<file path="config.mk">
export PLATFORM = sky130hd
export DESIGN_NAME = tmr_updown_counter
export DESIGN_NICKNAME = d
export VERILOG_FILES = /design/src/rtl/tmr_pkg.sv /design/src/rtl/tmr_voter.sv /design/src/rtl/tmr_updown_counter.sv
export SDC_FILE = /design/constraint.sdc
export NUM_CORES = 1
export LEC_CHECK = 0
export CORE_MARGIN = 2
export CORE_UTILIZATION = 50
export CTS_CLUSTER_SIZE = 14
export DETAILED_ROUTE_END_ITERATION = 16
export DONT_BUFFER_PORTS = 1
export PLACE_DENSITY = 0.63
export SETUP_SLACK_MARGIN = 0.15
export SLEW_MARGIN = 20
export SYNTH_ARGS = -nofsm -noshare
export SYNTH_HDL_FRONTEND = slang
export SYNTH_SLANG_ARGS = --single-unit
</file>
<file path="constraint.sdc">
create_clock -name clk -period 2.2 [get_ports clk]
set_clock_uncertainty 0.2 [all_clocks]
set_input_delay 0.44 -clock clk [delete_from_list [all_inputs] [get_ports clk]]
set_output_delay 0.44 -clock clk [all_outputs]
set_load 0.005 [all_outputs]
</file>
<file path="src/rtl/tmr_pkg.sv">
// tmr_pkg: shared replica count, fault vector type and the bitwise majority function.
package tmr_pkg;
    localparam int NREP = 3;
    typedef logic [NREP-1:0] fault_vec_t;
    function automatic logic maj3(input logic a, input logic b, input logic c);
        return (a & b) | (a & c) | (b & c);
    endfunction
endpackage

</file>
<file path="src/rtl/tmr_voter.sv">
// tmr_voter: combinational bitwise majority of three replicas plus mismatch and all-differ flags.
module tmr_voter
    import tmr_pkg::*;
#(
    parameter int WIDTH = 8
) (
    input  logic [WIDTH-1:0] a_i,
    input  logic [WIDTH-1:0] b_i,
    input  logic [WIDTH-1:0] c_i,
    output logic [WIDTH-1:0] v_o,
    output fault_vec_t       mis_o,
    output logic             all_diff_o
);
    for (genvar i = 0; i < WIDTH; i++) begin : g_maj
        assign v_o[i] = maj3(a_i[i], b_i[i], c_i[i]);
    end
    assign mis_o      = {c_i != v_o, b_i != v_o, a_i != v_o};
    assign all_diff_o = (a_i != b_i) && (b_i != c_i) && (a_i != c_i);
endmodule

</file>
<file path="src/rtl/tmr_updown_counter.sv">
// tmr_updown_counter: TMR up/down modulo counter, scrubbed every cycle from the voted value.
// Define TMR_FAULT_CNT_EN to build the saturating per-replica fault event counters.
module tmr_updown_counter
    import tmr_pkg::*;
#(
    parameter int               WIDTH   = 8,
    parameter logic [WIDTH-1:0] MAX_VAL = {WIDTH{1'b1}},
    parameter int               FCNT_W  = 8
) (
    input  logic              clk,
    input  logic              rst,
    input  logic              en,
    input  logic              up,
    input  logic              load,
    input  logic [WIDTH-1:0]  load_val,
    input  logic              clr_fcnt,
    output logic [WIDTH-1:0]  q,
    output logic              wrap,
    output fault_vec_t        fault,
    output logic              uncorrectable,
    output logic [FCNT_W-1:0] fcnt0,
    output logic [FCNT_W-1:0] fcnt1,
    output logic [FCNT_W-1:0] fcnt2
);
    // Replicas must survive synthesis as three distinct registers.
    (* keep = "true", dont_touch = "true" *) logic [WIDTH-1:0] r0_q;
    (* keep = "true", dont_touch = "true" *) logic [WIDTH-1:0] r1_q;
    (* keep = "true", dont_touch = "true" *) logic [WIDTH-1:0] r2_q;
    logic [WIDTH-1:0] v;
    logic [WIDTH-1:0] n_d;
    fault_vec_t       mis;
    fault_vec_t       fault_q;
    logic             all_diff;
    logic             wrap_d;
    logic             wrap_q;
    logic             unc_q;

    tmr_voter #(.WIDTH(WIDTH)) u_voter (
        .a_i       (r0_q),
        .b_i       (r1_q),
        .c_i       (r2_q),
        .v_o       (v),
        .mis_o     (mis),
        .all_diff_o(all_diff)
    );

    always_comb begin
        n_d    = v;
        wrap_d = 1'b0;
        if (load) begin
            n_d = (load_val > MAX_VAL) ? MAX_VAL : load_val;
        end else if (en && up) begin
            n_d    = (v >= MAX_VAL) ? '0 : v + 1'b1;
            wrap_d = (v == MAX_VAL);
        end else if (en) begin
            n_d    = (v == '0 || v > MAX_VAL) ? MAX_VAL : v - 1'b1;
            wrap_d = (v == '0);
        end
    end

    always_ff @(posedge clk or posedge rst) begin
        if (rst) begin
            r0_q    <= '0;
            r1_q    <= '0;
            r2_q    <= '0;
            wrap_q  <= 1'b0;
            fault_q <= '0;
            unc_q   <= 1'b0;
        end else begin
            r0_q    <= n_d;
            r1_q    <= n_d;
            r2_q    <= n_d;
            wrap_q  <= wrap_d;
            fault_q <= mis;
            unc_q   <= all_diff;
        end
    end

    assign q             = v;
    assign wrap          = wrap_q;
    assign fault         = fault_q;
    assign uncorrectable = unc_q;

`ifdef TMR_FAULT_CNT_EN
    logic [NREP-1:0][FCNT_W-1:0] fcnt_q;
    always_ff @(posedge clk or posedge rst) begin
        if (rst) begin
            fcnt_q <= '0;
        end else begin
            for (int i = 0; i < NREP; i++)
                if (clr_fcnt) fcnt_q[i] <= '0;
                else if (mis[i] && fcnt_q[i] != {FCNT_W{1'b1}}) fcnt_q[i] <= fcnt_q[i] + 1'b1;
        end
    end
    assign fcnt0 = fcnt_q[0];
    assign fcnt1 = fcnt_q[1];
    assign fcnt2 = fcnt_q[2];
`else
    logic unused_clr;
    assign unused_clr = clr_fcnt;
    assign fcnt0 = '0;
    assign fcnt1 = '0;
    assign fcnt2 = '0;
`endif
endmodule

</file>
==> metrics.txt, run 1 <==
cell total after placement about 150; Hold Path Class in -> reg; total gr overflow 0; Flop pwr share between 40% and 50%; most frequent cells in the layout conb_1 (28), a21oi_1 (10), dfrtp_1 (8), nor2_1 (7); leakage just over 0.0004 uW; Vias/cell approximately 5.3; Syn Inst Count 141; Worst Path Max Fanout 8; initial antenna violation count 0; Root Driver clkbuf_4; Final Cell Area 982 um2; die width 51.2 um; DR WL/cell between 10 and 15 um; DRT Pass-1 Iters 4; peak supply drop roughly 0.20 mV; R2R setup slack 0.27 ns; via count about 840; Setup Crit Path Kind reg -> reg; Initial Utilization 51.4%; fill count approximately 220; yosys warns 0; fin nets between 100 and 150; Final Hold Vio Count 0; combinational share of power between 20 and 30%; IO Port Bufs 0; status finished clean; post-DP HPWL ~1600 um; Die Footprint about 0.0026 mm2; P&R area growth vs syn -12.0%; Req. time, crit path roughly 2.2 ns; Slew Viols, Final 0; Net Sw Frac around 39%; share of cells above drive strength 1 9.30%; total global routing track utilization between 15 and 20%; Max Clock Freq ~520 MHz; Crit. End Element flop; Die Y 51.2 um; Pwr Density 536 mW/mm2; Startpoint Class flop; crit share post-route between 80% and 90%; Overall Power around 530 uW; CTS Buffer Depth 2; detailed-route DRC error count 0; core area 0.00217 mm2; Setup TNS 0 ns; WL final about 2100 um; Reg clk slew, reported paths around 0.07 ns; RSZ-0062 raised after global routing no; largest net degree at the start of global routing 20; Num CTS Buffers 3; Arr. time, crit path approximately 1.9 ns; Final Wtd Congestion around 0.89; Ant. Diodes 0; Net Sw Power around 200 uW; Routed Antenna Nets 0; Max Cap Viol 0; I/O pin count 51; row count 17; Iter 0 DRT Violations 35; post-route insts no fill ~160; clock sink count 9; clock power share between 20% and 30%; number of global-route vias before repair ~720; Post-Syn Area approximately 0.0011 mm2; TritonCTS clock tree yes; Final Setup Violations 0; fin crit period 1.93 ns; commonest non-fill, non-tap cell in the layout conb_1; H-tree depth 1; fin util 45.3%; clock latency on the worst-skew pair ~0.27 ns; Placed Instance Area roughly 940 um2; syn avg cell area between 7 and 8 um2; first-pass GRT wire length between 3000 and 4000 um; Pint about 320 uW
==> sequential cells by signal (all words and copies together) (netlist names) <==
| name | flops |
|---|---|
| wrap | 1 |
| r2_q | 8 |
==> final timing paths <==
| path | start | end | cells after the start |
|---|---|---|---|
| worst max-delay path | r2_q[0] | r2_q[4] | 6 |
| worst min-delay path | load | r2_q[1] | 1 |
| worst max register to register | r2_q[0] | r2_q[4] | 6 |
| worst min register to register | r2_q[1] | r2_q[1] | 2 |
| max in group asynchronous | rst | r2_q[1] | 2 |
| min in group asynchronous | rst | wrap | 2 |
==> metrics by stage <==
step	hold slack, ns	setup slack [ns]
2_1_floorplan	0.0679	0.513
3_3_place_gp	0.118	0.292
3_5_place_dp	0.124	0.272
4_1_cts	0.0563	0.254
5_1_grt	0.0531	0.170
6_report	0.0510	0.269
==> critical path, cell delays in order, from the launching register on <==
cell	delay, ns
dfrtp_1	0.50
inv_1	0.13
ha_1	0.25
nor3b_2	0.18
and2_2	0.24
a211oi_1	0.23
o21ai_1	0.09
==> metal layers <==
metal	global-route usage, %	wire length, um
met3	1.75	167
met2	28.6	1080
met5	0	0
met1	20.1	847
met4	8.77	32
==> repair_timing <==
action,in CTS,in global routing
buffers inserted,0,0
endpoints found under the setup margin,0,1
hold buffers,1,0
resized for setup,0,3
hold endpoints to repair,9,0
==> layout make-up <==
class | instances | area [um2] | share of cell area (%)
timing repair buffer | 1 | 10.0 | 1.02
sequential | 9 | 226 | 23.1
inverter | 5 | 18.8 | 1.91
clock buffer | 4 | 26.3 | 2.68
tap | 28 | 35.0 | 3.57
multi-input combinational | 110 | 666 | 67.8
==> power by group through the flow <==
stage	Combinational (uW)	Clock, uW	Sequential (uW)
CTS	148	137	239
global placement	140	0	241
global route	168	146	246
floorplan	229	0	207
detailed placement	145	0	243
finish	149	136	241
Power figures use the tool's default switching activity.
==> run 2: changes to the inputs <==
CELL_PAD_IN_SITES_DETAIL_PLACEMENT = 1   (was default)
CELL_PAD_IN_SITES_GLOBAL_PLACEMENT = 1   (was default)
CORE_UTILIZATION = 44   (was 50)
PLACE_DENSITY = 0.76   (was 0.63)
SKIP_CTS_REPAIR_TIMING = 1   (was default)
SLEW_MARGIN = 5   (was 20)
==> run 2 against run 1 <==
  * First-iteration DRC count shrank 63%
  * Worst hold slack improved by 0.0050 ns
  * Core utilization shrank 4.9 points
  * Largest cell class unchanged
==> metrics.txt, run 2 (synthesis results as in run 1) <==
fin nets 147 (unchanged); Arr. time, crit path 1.88 ns (was 1.89 ns); Die Y 54.4 um (was 51.2 um); Min-Delay Startpoint load (unchanged); peak supply drop 0.216 mV (was 0.201 mV); Min-Delay Path Depth 1 (unchanged); Worst Path Max Fanout 8 (unchanged); Root Driver clkbuf_4 (unchanged); I/O pin count 51 (unchanged); row count 18 (was 17); Max Clock Freq 514 MHz (was 518 MHz); Reg clk slew, reported paths 0.07 ns (about the same); CP Buf/Inv Count 1 (unchanged); detailed-route DRC error count 0 (unchanged); slowest stage delay, CP 0.49 ns (was 0.50 ns); Num CTS Buffers 3 (unchanged); Startpoint Class flop (unchanged); area of the multi-input gates 663 um2 (was 666 um2); post-route insts no fill 159 (was 157); DR WL/cell 15.9 um (was 13.5 um); Routed Antenna Nets 0 (unchanged); first-pass GRT wire length 3950 um (was 3290 um); Slew Viols, Final 0 (unchanged); Ant. Diodes 0 (unchanged); Vias/cell 5.49 (was 5.33); clock sink count 9 (unchanged); H-tree depth 1 (unchanged); core area 0.00243 mm2 (was 0.00217 mm2); total global routing track utilization 18.9% (was 16.6%); TritonCTS clock tree yes (unchanged); Final Hold Vio Count 0 (unchanged); Max Cap Viol 0 (unchanged); fin crit period 1.94 ns (was 1.93 ns); worst flop-to-flop path startpoint r2_q[0] (unchanged); Min-Delay Endpoint r2_q[1] (unchanged); Die Footprint 0.00296 mm2 (was 0.00263 mm2); Req. time, crit path 2.14 ns (was 2.16 ns); delay-heaviest family, CP flip-flops (unchanged); total gr overflow 0 (unchanged); Setup Crit Path Kind reg -> reg (unchanged); largest net degree at the start of global routing 20 (unchanged); P&R area growth vs syn -12.1% (was -12.0%); register area 225 um2 (was 226 um2); cell total after placement 154 (was 152); leakage 0.000416 uW (was 0.000413 uW); number of global-route vias before repair 849 (was 717); Crit. End Element flop (unchanged); IO Port Bufs 0 (unchanged); share of cells above drive strength 1 7.75% (was 9.30%); cell chain of the critical path inv_1, ha_1, nor3b_2, and2_2, o21ai_0, o311ai_1 (was inv_1, ha_1, nor3b_2, and2_2, a211oi_1, o21ai_1); initial antenna violation count 0 (unchanged); Crit Reg-Reg Endpoint r2_q[2] (was r2_q[4]); Setup TNS 0 ns (unchanged); Final Wtd Congestion 0.880 (was 0.888); status finished clean (unchanged); most frequent cells in the layout conb_1 (28), a21oi_1 (10), dfrtp_1 (9), nor2_1 (7) (was conb_1 (28), a21oi_1 (10), dfrtp_1 (8), nor2_1 (7)); Hold Path Class in -> reg (unchanged); crit share post-route 88.4% (was 87.8%); number of flip-flops in the largest register 8 (unchanged); commonest non-fill, non-tap cell in the layout conb_1 (unchanged); CP max-delay cell dfrtp_1 (unchanged); Final Setup Violations 0 (unchanged); CTS Buffer Depth 2 (unchanged); Initial Utilization 45.9% (was 51.4%); R2R setup slack 0.26 ns (was 0.27 ns); DRT Pass-1 Iters 4 (unchanged); clock latency on the worst-skew pair 0.27 ns (about the same); Iter 0 DRT Violations 13 (was 35); worst slew pin tran between 0.5 and 0.6 ns; FF-to-FF path depth 6 (unchanged); fill count 312 (was 218); via count 873 (was 837); WL final 2530 um (was 2120 um); RSZ-0062 raised after global routing no (unchanged); post-DP HPWL 1900 um (was 1570 um); die width 54.4 um (was 51.2 um); Biggest register r2_q (unchanged); Pwr Density 544 mW/mm2 (was 536 mW/mm2); Max transition margin 65.5%
-- run 2: worst reg2reg max path: cells and delay by family (launching register included) --
family / cells / cell delay, ns
flip-flops: 1 / 0.49
AND/OR/NAND/NOR: 2 / 0.43
AO/OA/AOI/OAI: 2 / 0.35
adder cells (fa/ha/maj): 1 / 0.23
buffers and inverters: 1 / 0.12
-- run 2: per-layer routing --
metal  track usage [%]  share of wire, %  vias to the layer above
met4              10.4               3.6                        0
met3              4.37               6.8                       11
met5                 0                 0                        -
met2              32.5                49                       44
met1              21.5                40                      420
li1                  -                 -                      398
-- run 2: worst max path at each step --
stage | cells after the start | to | start
final | 6 | r2_q[2] | r2_q[0]
after global routing | 6 | r2_q[2] | r2_q[0]
after CTS | 6 | r2_q[2] | r2_q[0]
after detailed placement | 6 | r2_q[2] | r2_q[0]
after global placement | 5 | r2_q[2] | r2_q[0]
after floorplan | 6 | r2_q[4] | r2_q[0]
-- run 2: area by class of cell --
class,count,area share (%)
sequential,9,23.0
clock buffer,4,2.68
tap,30,3.83
multi-input combinational,110,67.6
inverter,5,1.91
timing repair buffer,1,1.02
-- run 2: power by group --
group | total, uW | leakage [uW] | internal [uW] | switching, uW
clock network | 138 | 0.0000150 | 70.4 | 67.6
registers | 242 | 0.000110 | 183 | 58.5
logic | 153 | 0.000290 | 67.7 | 85.6
-- run 2: stage by stage --
step	area [um2]	setup slack [ns]	hold WS [ns]	total power, uW	util (%)
floorplan	1220	0.513	0.0679	435	-
finish	981	0.255	0.0560	533	40.3
detailed placement	940	0.267	0.131	394	38.6
global route	981	0.150	0.0643	576	40.3
CTS	966	0.251	-0.168	533	39.7
global placement	940	0.283	0.120	383	38.6
==> run 3: changes to the inputs <==
GPL_TIMING_DRIVEN = 1   (was default)
SETUP_SLACK_MARGIN = 0.3   (was 0.15)
TNS_END_PERCENT = 30   (was default)
==> run 3 against run 2 <==
  * Worst setup slack improved by 0.072 ns
  * Combinational power up 5%
  * Critical path type unchanged
  * Die area did not move
  * Non-clock buffer count stayed put
  * Flip-flop and latch count did not move
  * Sequential power grew 2%
==> metrics.txt, run 3 (synthesis results as in run 1) <==
cell chain of the critical path inv_1, ha_2, nor3b_1, xor2_1, a211oi_2, o21ai_1 (was inv_1, ha_1, nor3b_2, and2_2, o21ai_0, o311ai_1); fin crit period 1.87 ns (was 1.94 ns); Net Sw Frac 40.1% (was 39.7%); Max Clock Freq 534 MHz (was 514 MHz); hold slack 0.0505 ns (was 0.0560 ns); Die Y 54.4 um (unchanged); Min-Delay Endpoint r2_q[1] (unchanged); crit share post-route 85.1% (was 88.4%); Root Driver clkbuf_4 (unchanged); die width 54.4 um (unchanged); core area 0.00243 mm2 (unchanged); P&R area growth vs syn -9.75% (was -12.1%); Die Footprint 0.00296 mm2 (unchanged); Ant. Diodes 0 (unchanged); Reg clk slew, reported paths 0.06 ns (was 0.07 ns); worst flop-to-flop path startpoint r2_q[0] (unchanged); Num CTS Buffers 3 (unchanged); via count 863 (was 873); clock power share 25.5% (was 25.9%); R2R setup slack 0.33 ns (was 0.26 ns); DRT Pass-1 Iters 4 (unchanged); delay-heaviest family, CP flip-flops (unchanged); Flop pwr share 45.0% (was 45.4%); Min-Delay Path Depth 1 (unchanged); Startpoint Class flop (unchanged); Max transition margin 65.3% (was 65.5%); I/O pin count 51 (unchanged); Net Sw Power 220 uW (was 212 uW); commonest non-fill, non-tap cell in the layout conb_1 (unchanged); DR WL/cell 16.2 um (was 15.9 um); CTS Buffer Depth 2 (unchanged); Final Hold Vio Count 0 (unchanged); initial antenna violation count 0 (unchanged); H-tree depth 1 (unchanged); worst slew pin tran 0.521 ns (was 0.517 ns); Crit Reg-Reg Endpoint r2_q[4] (was r2_q[2]); detailed-route DRC error count 0 (unchanged); Final Setup Violations 0 (unchanged); largest net degree at the start of global routing 20 (unchanged); Slew Viols, Final 0 (unchanged); Arr. time, crit path 1.83 ns (was 1.88 ns); Biggest register r2_q (unchanged); status finished clean (unchanged); total global routing track utilization 18.9% (unchanged); RSZ-0062 raised after global routing yes (was no); Initial Utilization 45.9% (unchanged); post-DP HPWL 1900 um (unchanged); CP max-delay cell dfrtp_2 (was dfrtp_1); Setup Crit Path Kind reg -> reg (unchanged); TritonCTS clock tree yes (unchanged); total gr overflow 0 (unchanged); Worst Path Max Fanout 8 (unchanged); first-pass GRT wire length 3950 um (unchanged); fin nets 147 (unchanged); leakage 0.000415 uW (was 0.000416 uW); most frequent cells in the layout conb_1 (28), a21oi_1 (10), nor2_1 (7), o21ai_1 (7), dfrtp_1 (7) (was conb_1 (28), a21oi_1 (10), dfrtp_1 (9), nor2_1 (7)); IO Port Bufs 0 (unchanged); clock latency on the worst-skew pair 0.28 ns (was 0.27 ns); Hold Path Class in -> reg (unchanged); Routed Antenna Nets 0 (unchanged); number of global-route vias before repair 849 (unchanged); row count 18 (unchanged); slowest stage delay, CP 0.47 ns (was 0.49 ns); Pint 328 uW (was 322 uW); Pwr Density 543 mW/mm2 (was 544 mW/mm2); Min-Delay Startpoint load (unchanged); Iter 0 DRT Violations 7 (was 13); Final Wtd Congestion 0.880 (unchanged); WL final 2570 um (was 2530 um); share of cells above drive strength 1 11.6% (was 7.75%); Setup TNS 0 ns (unchanged); peak supply drop 0.219 mV (was 0.216 mV); Crit. End Element flop (unchanged); clock sink count 9 (unchanged); CP Buf/Inv Count 1 (unchanged); Vias/cell 5.43 (was 5.49); FF-to-FF path depth 6 (unchanged); fill count 314 (was 312); number of flip-flops in the largest register 8 (unchanged); Req. time, crit path 2.16 ns (was 2.14 ns); Max Cap Viol 0 (unchanged); combinational share of power 29.5% (was 28.8%)
## run 3: changes by cell type in the layout (fill, tap and decap cells not counted)
cell / previous run / this run
a211oi_1: 1 / 0
nor3b_4: 0 / 1
o21ai_1: 6 / 7
a211oi_2: 0 / 1
a21oi_4: 0 / 1
ha_2: 0 / 2
nor3b_2: 1 / 0
o21ai_0: 2 / 1
dfrtp_2: 0 / 2
a21oi_2: 1 / 0
ha_1: 3 / 1
dfrtp_1: 9 / 7
## run 3: how the worst max path moves through the flow
stage	startpoint	to	cells after the start
after floorplan	r2_q[0]	r2_q[4]	6
after global placement	r2_q[0]	r2_q[2]	5
after detailed placement	r2_q[0]	r2_q[2]	6
after CTS	r2_q[0]	r2_q[2]	6
after global routing	r2_q[0]	r2_q[4]	6
final	r2_q[0]	r2_q[4]	6
## run 3: worst register-to-register path: stages (launching register included)
cell and delay, ns:
dfrtp_2 0.47, inv_1 0.12, ha_2 0.25, nor3b_1 0.29, xor2_1 0.13, a211oi_2 0.19, o21ai_1 0.10
## run 3: final cells by class
type                            count  area (um2)  share of cell area, %
Clock buffer                        4        26.3                   2.61
Tap cell                           30        37.5                   3.73
Timing Repair Buffer                1        10.0                  0.994
Inverter                            5        18.8                   1.86
Sequential cell                     9         228                   22.6
Multi-Input combinational cell    110         687                   68.2
## run 3: layer usage
| metal | up-vias | track usage [%] | wire length (um) |
|---|---|---|---|
| li1 | 397 | - | - |
| met1 | 418 | 21.5 | 961 |
| met2 | 42 | 32.5 | 1350 |
| met3 | 6 | 4.37 | 193 |
| met4 | 0 | 10.4 | 70 |
| met5 | - | 0 | 0 |
## run 3: stage by stage
step                      utilization [%]  cells  cell area [um2]  total power (uW)  worst slack, ns
after floorplan                         -    168             1220               435            0.513
after global placement               38.6    154              940               383            0.283
after detailed placement             38.6    154              940               394            0.267
after CTS                            39.7    158              966               533            0.251
after global routing                 41.4    159             1010               589            0.246
final                                41.4    159             1010               547            0.327
## run 3: power by group through the flow
stage / combinational (uW) / sequential, uW / clock (uW)
after floorplan: 229 / 207 / 0
after global placement: 141 / 242 / 0
after detailed placement: 150 / 244 / 0
after CTS: 151 / 241 / 142
after global routing: 184 / 253 / 152
final: 161 / 246 / 140
==> RTL change 1 (flow settings as in run 3) <==
`r1_q` no longer has a reset.
--- a/src/rtl/tmr_updown_counter.sv
+++ b/src/rtl/tmr_updown_counter.sv
@@ -61,19 +61,21 @@
     always_ff @(posedge clk or posedge rst) begin
         if (rst) begin
             r0_q    <= '0;
-            r1_q    <= '0;
             r2_q    <= '0;
             wrap_q  <= 1'b0;
             fault_q <= '0;
             unc_q   <= 1'b0;
         end else begin
             r0_q    <= n_d;
-            r1_q    <= n_d;
             r2_q    <= n_d;
             wrap_q  <= wrap_d;
             fault_q <= mis;
             unc_q   <= all_diff;
         end
+    end
+
+    always_ff @(posedge clk) begin
+        r1_q <= n_d;
     end
 
     assign q             = v;
Function: changed (a bounded check fails within 4 cycles, from zero or initial values and one cycle with rst high).
==> RTL change 1 against run 3 <==
  * Cell area is 68% higher
  * Area after synthesis up 27%
  * Worst setup slack lost 0.14 ns
  * Fmax down 7.1%
  * Sequential cell count grew 10
  * Wire length grew 66%
  * Power rose by 88%
  * Critical endpoint is now r2_q[1]$_DFF_PP0_
  * Largest cell class unchanged
==> RTL change 1: results (changes against run 3) <==
Place
  – Post-DP Area: 0.00139 mm2 (+47%)
  – I/O Buffers: 0 (unchanged)
  – Post-DP HPWL: 2.83 mm (+49%)
  – Gpl congestion: 0.848 (-3.6%)
  – Pre-CTS setup slack: 0.0846 ns (-0.183 ns)

Clock network
  – Clock tree buffer depth: 2 (unchanged)
  – Clk_lat worst skew: 0.30 ns (+0.02 ns)
  – H-tree depth: 1 (unchanged)
  – CTS buffer count: 3 (unchanged)
  – Root Buffer Master: clkbuf_4
  – CTS clk-pin slew, worst paths: 0.11 ns (+0.05 ns)

Power
  – Max rail drop VDD: 0.406 mV (+85%)
  – Leak: 0.749 nW (+81%)

Global routing
  – Initial antenna violation count: 0 (unchanged)
  – GRT Total Usage: 21.7% (+2.7 points)
  – Largest net degree at the start of global routing: 21 (+5.0%)
  – Number of global-route vias before repair: 1177 (+39%)
  – First-pass GRT wire length: 5.69 mm (+44%)

Drt
  – DRT Pass-1 Iters: 5 (+1)
  – Met2 WL post-DR: 2.22 mm (+65%)
  – Via/cell ratio: 5.47 (+0.75%)
  – Metal3 WL: 230 um (+19%)
  – Max layer used: met4
  – Initial DRC count: 67 (+60)
  – Metal1 wirelength: 1.71 mm (+78%)
  – Routed WL: 4.28 mm (+66%)

Worst setup path
  – Max stage delay on crit path: 0.48 ns
  – Crit-path slowest cell: dfrtp_2
  – Worst path arrival time: 2.03 ns (+0.20 ns)
  – Crit Path Max Fanout: 4 (-4)
  – Family with the most delay on the worst path: flip-flops

Cells and area
  – Final #Nets: 204 (+39%)
  – ANT cells: 0 (unchanged)
  – Share of cells above drive strength 1: 33.1% (+22 points)

Worst hold path
  – Min-Delay Path Class: in -> reg

Timing
  – Setup TNS: 0 ns (unchanged)

Yosys
  – YS warnings: 0 (unchanged)

Outcome
  – Status: completed
## RTL change 1: worst paths after layout
kind                                            to  slack [ns]  depth (start not counted)         startpoint
min in group asynchronous       fault[0]$_DFF_PP0_        0.37                          2                rst
worst max-delay path             r2_q[1]$_DFF_PP0_        0.18                          7  r2_q[0]$_DFF_PP0_
worst min-delay path             r2_q[1]$_DFF_PP0_        0.02                          1               load
max in group asynchronous        r2_q[5]$_DFF_PP0_        1.09                          2                rst
worst max register to register   r2_q[1]$_DFF_PP0_        0.18                          7  r2_q[0]$_DFF_PP0_
worst min register to register  fault[1]$_DFF_PP0_        0.37                          3    r1_q[6]$_DFF_P_
## RTL change 1: layout make-up
class                           count  area, um2
Sequential cell                    19        444
Multi-Input combinational cell    119        951
Timing Repair Buffer               19        149
Inverter                           17       66.3
Fill cell                         375       1360
Tap cell                           44       55.1
Clock buffer                        4       26.3
## RTL change 1: where the power goes
part / switching, mW / internal, mW / total [mW]
clock: 0.109 / 0.0708 / 0.180
sequential: 0.0505 / 0.393 / 0.444
combinational: 0.224 / 0.184 / 0.407
total: 0.383 / 0.648 / 1.03
## RTL change 1: through the flow
step                instances  hold WS (ns)  utilization [%]  total power, mW
global route              222        0.0124             55.4             1.09
global placement          205         0.151             45.4            0.703
floorplan                 186        0.0924                -            0.679
CTS                       209        -0.169             46.2            0.903
finish                    222        0.0243             55.4             1.03
detailed placement        205         0.172             45.4            0.724
## RTL change 1: worst reg2reg max path, stage by stage (launching register included)
cell and delay [ns]:
dfrtp_2 0.48, inv_4 0.09, ha_1 0.17, nor3b_4 0.24, a41oi_2 0.22, buf_4 0.19
buf_4 0.14, a32oi_2 0.20
## RTL change 1: per-layer routing
metal,vias to the layer above,GRT usage [%]
li1,562,-
met1,588,28.0
met2,51,36.4
met3,13,3.84
met4,0,7.76
met5,-,0
==> RTL change 2 (settings of run 3) <==
Made on the original files. `FCNT_W`: 8 -> 6.
--- a/src/rtl/tmr_updown_counter.sv
+++ b/src/rtl/tmr_updown_counter.sv
@@ -5,7 +5,7 @@
 #(
     parameter int               WIDTH   = 8,
     parameter logic [WIDTH-1:0] MAX_VAL = {WIDTH{1'b1}},
-    parameter int               FCNT_W  = 8
+    parameter int               FCNT_W  = 6
 ) (
     input  logic              clk,
     input  logic              rst,
Ports: changed (resized fcnt0, fcnt1 and fcnt2); port bits go from 51 to 45. No check against the original RTL was run, so the function may have changed too.
==> RTL change 2 against run 3 <==
  * Fmax increased by 2.0%
  * Wire length decreased by 5.1%
  * Area after synthesis decreased by 4.0%
  * Critical path depth unchanged
  * Non-clock buffer count increased by 2
  * Clock power decreased by 5%
  * Cell area decreased by 1.9%
  * Worst setup slack improved by 0.036 ns
  * Sequential cell count unchanged
  * Power decreased by 2.5%
==> RTL change 2: results (changes against run 3) <==
Outcome
  – Status: completed

Clock network
  – CTS clk-pin slew, worst paths: 0.06 ns (about the same)
  – CTS buffer count: 3 (unchanged)
  – Clock tree buffer depth: 2 (unchanged)
  – Root Buffer Master: clkbuf_4
  – Clk_lat worst skew: between 0.2 and 0.3 ns
  – H-tree depth: 1 (unchanged)

Worst setup path
  – Critical path launch point: r2_q[0]$_DFFE_PP0P_
  – Crit Path Max Fanout: 8 (unchanged)
  – R2r setup slk: 0.36 ns (+0.04 ns)
  – Worst path arrival time: 1.79 ns (-0.04 ns)

Power
  – Leak: 0.405 nW (-2.3%)
  – Int Pwr: 0.327 mW (-0.31%)
  – Max rail drop VDD: 0.240 mV (+9.4%)

Timing
  – Hold slack: 0.0595 ns (+0.00899 ns)
  – Final min period: 1.84 ns (-0.0359 ns)
  – Slew Viols, Final: 0 (unchanged)

Drt
  – Initial DRC count: 14 (+7)
  – Routed WL: 2.44 mm (-5.1%)
  – DRT Pass-1 Iters: 4 (unchanged)
  – Total number of vias: 827 (-4.2%)

Cells and area
  – Share of cells above drive strength 1: 12.8% (+1.2 points)
  – Largest Register: r2_q
  – Max reg flops: 8 (unchanged)
  – ANT cells: 0 (unchanged)
  – Final #Nets: 143 (-2.7%)

Yosys
  – YS warnings: 0 (unchanged)

Place
  – Post-DP HPWL: 1.78 mm (-6.1%)
  – Pre-CTS setup slack: 0.260 ns (-0.00698 ns)
  – I/O Buffers: 0 (unchanged)
  – Gpl congestion: 0.894 (+1.6%)

Global routing
  – Number of global-route vias before repair: 770 (-9.3%)
  – Largest net degree at the start of global routing: 20 (unchanged)
  – GRT Total Usage: 18.2% (-0.71 points)
  – Initial antenna violation count: 0 (unchanged)
  – First-pass GRT wire length: 3.67 mm (-7.2%)

Worst hold path
  – Min-Delay Path Class: in -> reg
  – Min-delay src: load
RTL change 2: metrics by stage:
| stage | instances | util (%) | total power, mW | area (um2) |
|---|---|---|---|---|
| 6_report | 153 | 43.8 | 0.534 | 988 |
| 5_1_grt | 153 | 43.8 | 0.576 | 988 |
| 4_1_cts | 150 | 41.7 | 0.528 | 941 |
| 3_5_place_dp | 146 | 40.6 | 0.390 | 915 |
| 3_3_place_gp | 146 | 40.6 | 0.381 | 915 |
| 2_1_floorplan | 156 | - | 0.426 | 1150 |
RTL change 2: cell type report:
cell class / count / area (um2)
Timing Repair Buffer: 3 / 25.0
Multi-Input combinational cell: 104 / 656
Tap cell: 28 / 35.0
Fill cell: 287 / 1270
Sequential cell: 9 / 228
Clock buffer: 4 / 26.3
Inverter: 5 / 18.8
RTL change 2: path summary, 6_finish.rpt:
check	end	cells after the start
worst max register to register	r2_q[4]$_DFFE_PP0P_	6
worst min-delay path	r2_q[1]$_DFFE_PP0P_	1
min in group asynchronous	r2_q[2]$_DFFE_PP0P_	2
worst min register to register	r2_q[1]$_DFFE_PP0P_	2
worst max-delay path	r2_q[4]$_DFFE_PP0P_	6
max in group asynchronous	r2_q[0]$_DFFE_PP0P_	2
RTL change 2: power by group through the flow:
stage / Clock [mW] / Sequential (mW) / Combinational [mW]
floorplan: 0 / 0.207 / 0.219
global placement: 0 / 0.242 / 0.139
detailed placement: 0 / 0.244 / 0.146
CTS: 0.140 / 0.241 / 0.147
global route: 0.150 / 0.249 / 0.178
finish: 0.133 / 0.242 / 0.158
RTL change 2: metal layers:
metal	track usage, %	up-vias	share of wire [%]
li1	-	395	-
met1	21.7	396	43
met2	29.4	32	50
met3	4.52	4	5.1
met4	10.3	0	1.6
met5	0	-	0
RTL change 2: critical path: stages (launching register included):
cell and delay (ns):
dfrtp_2 0.45, inv_1 0.10, ha_1 0.22, nor3b_2 0.18, and2_2 0.26, a211oi_2 0.22, o21ai_1 0.09
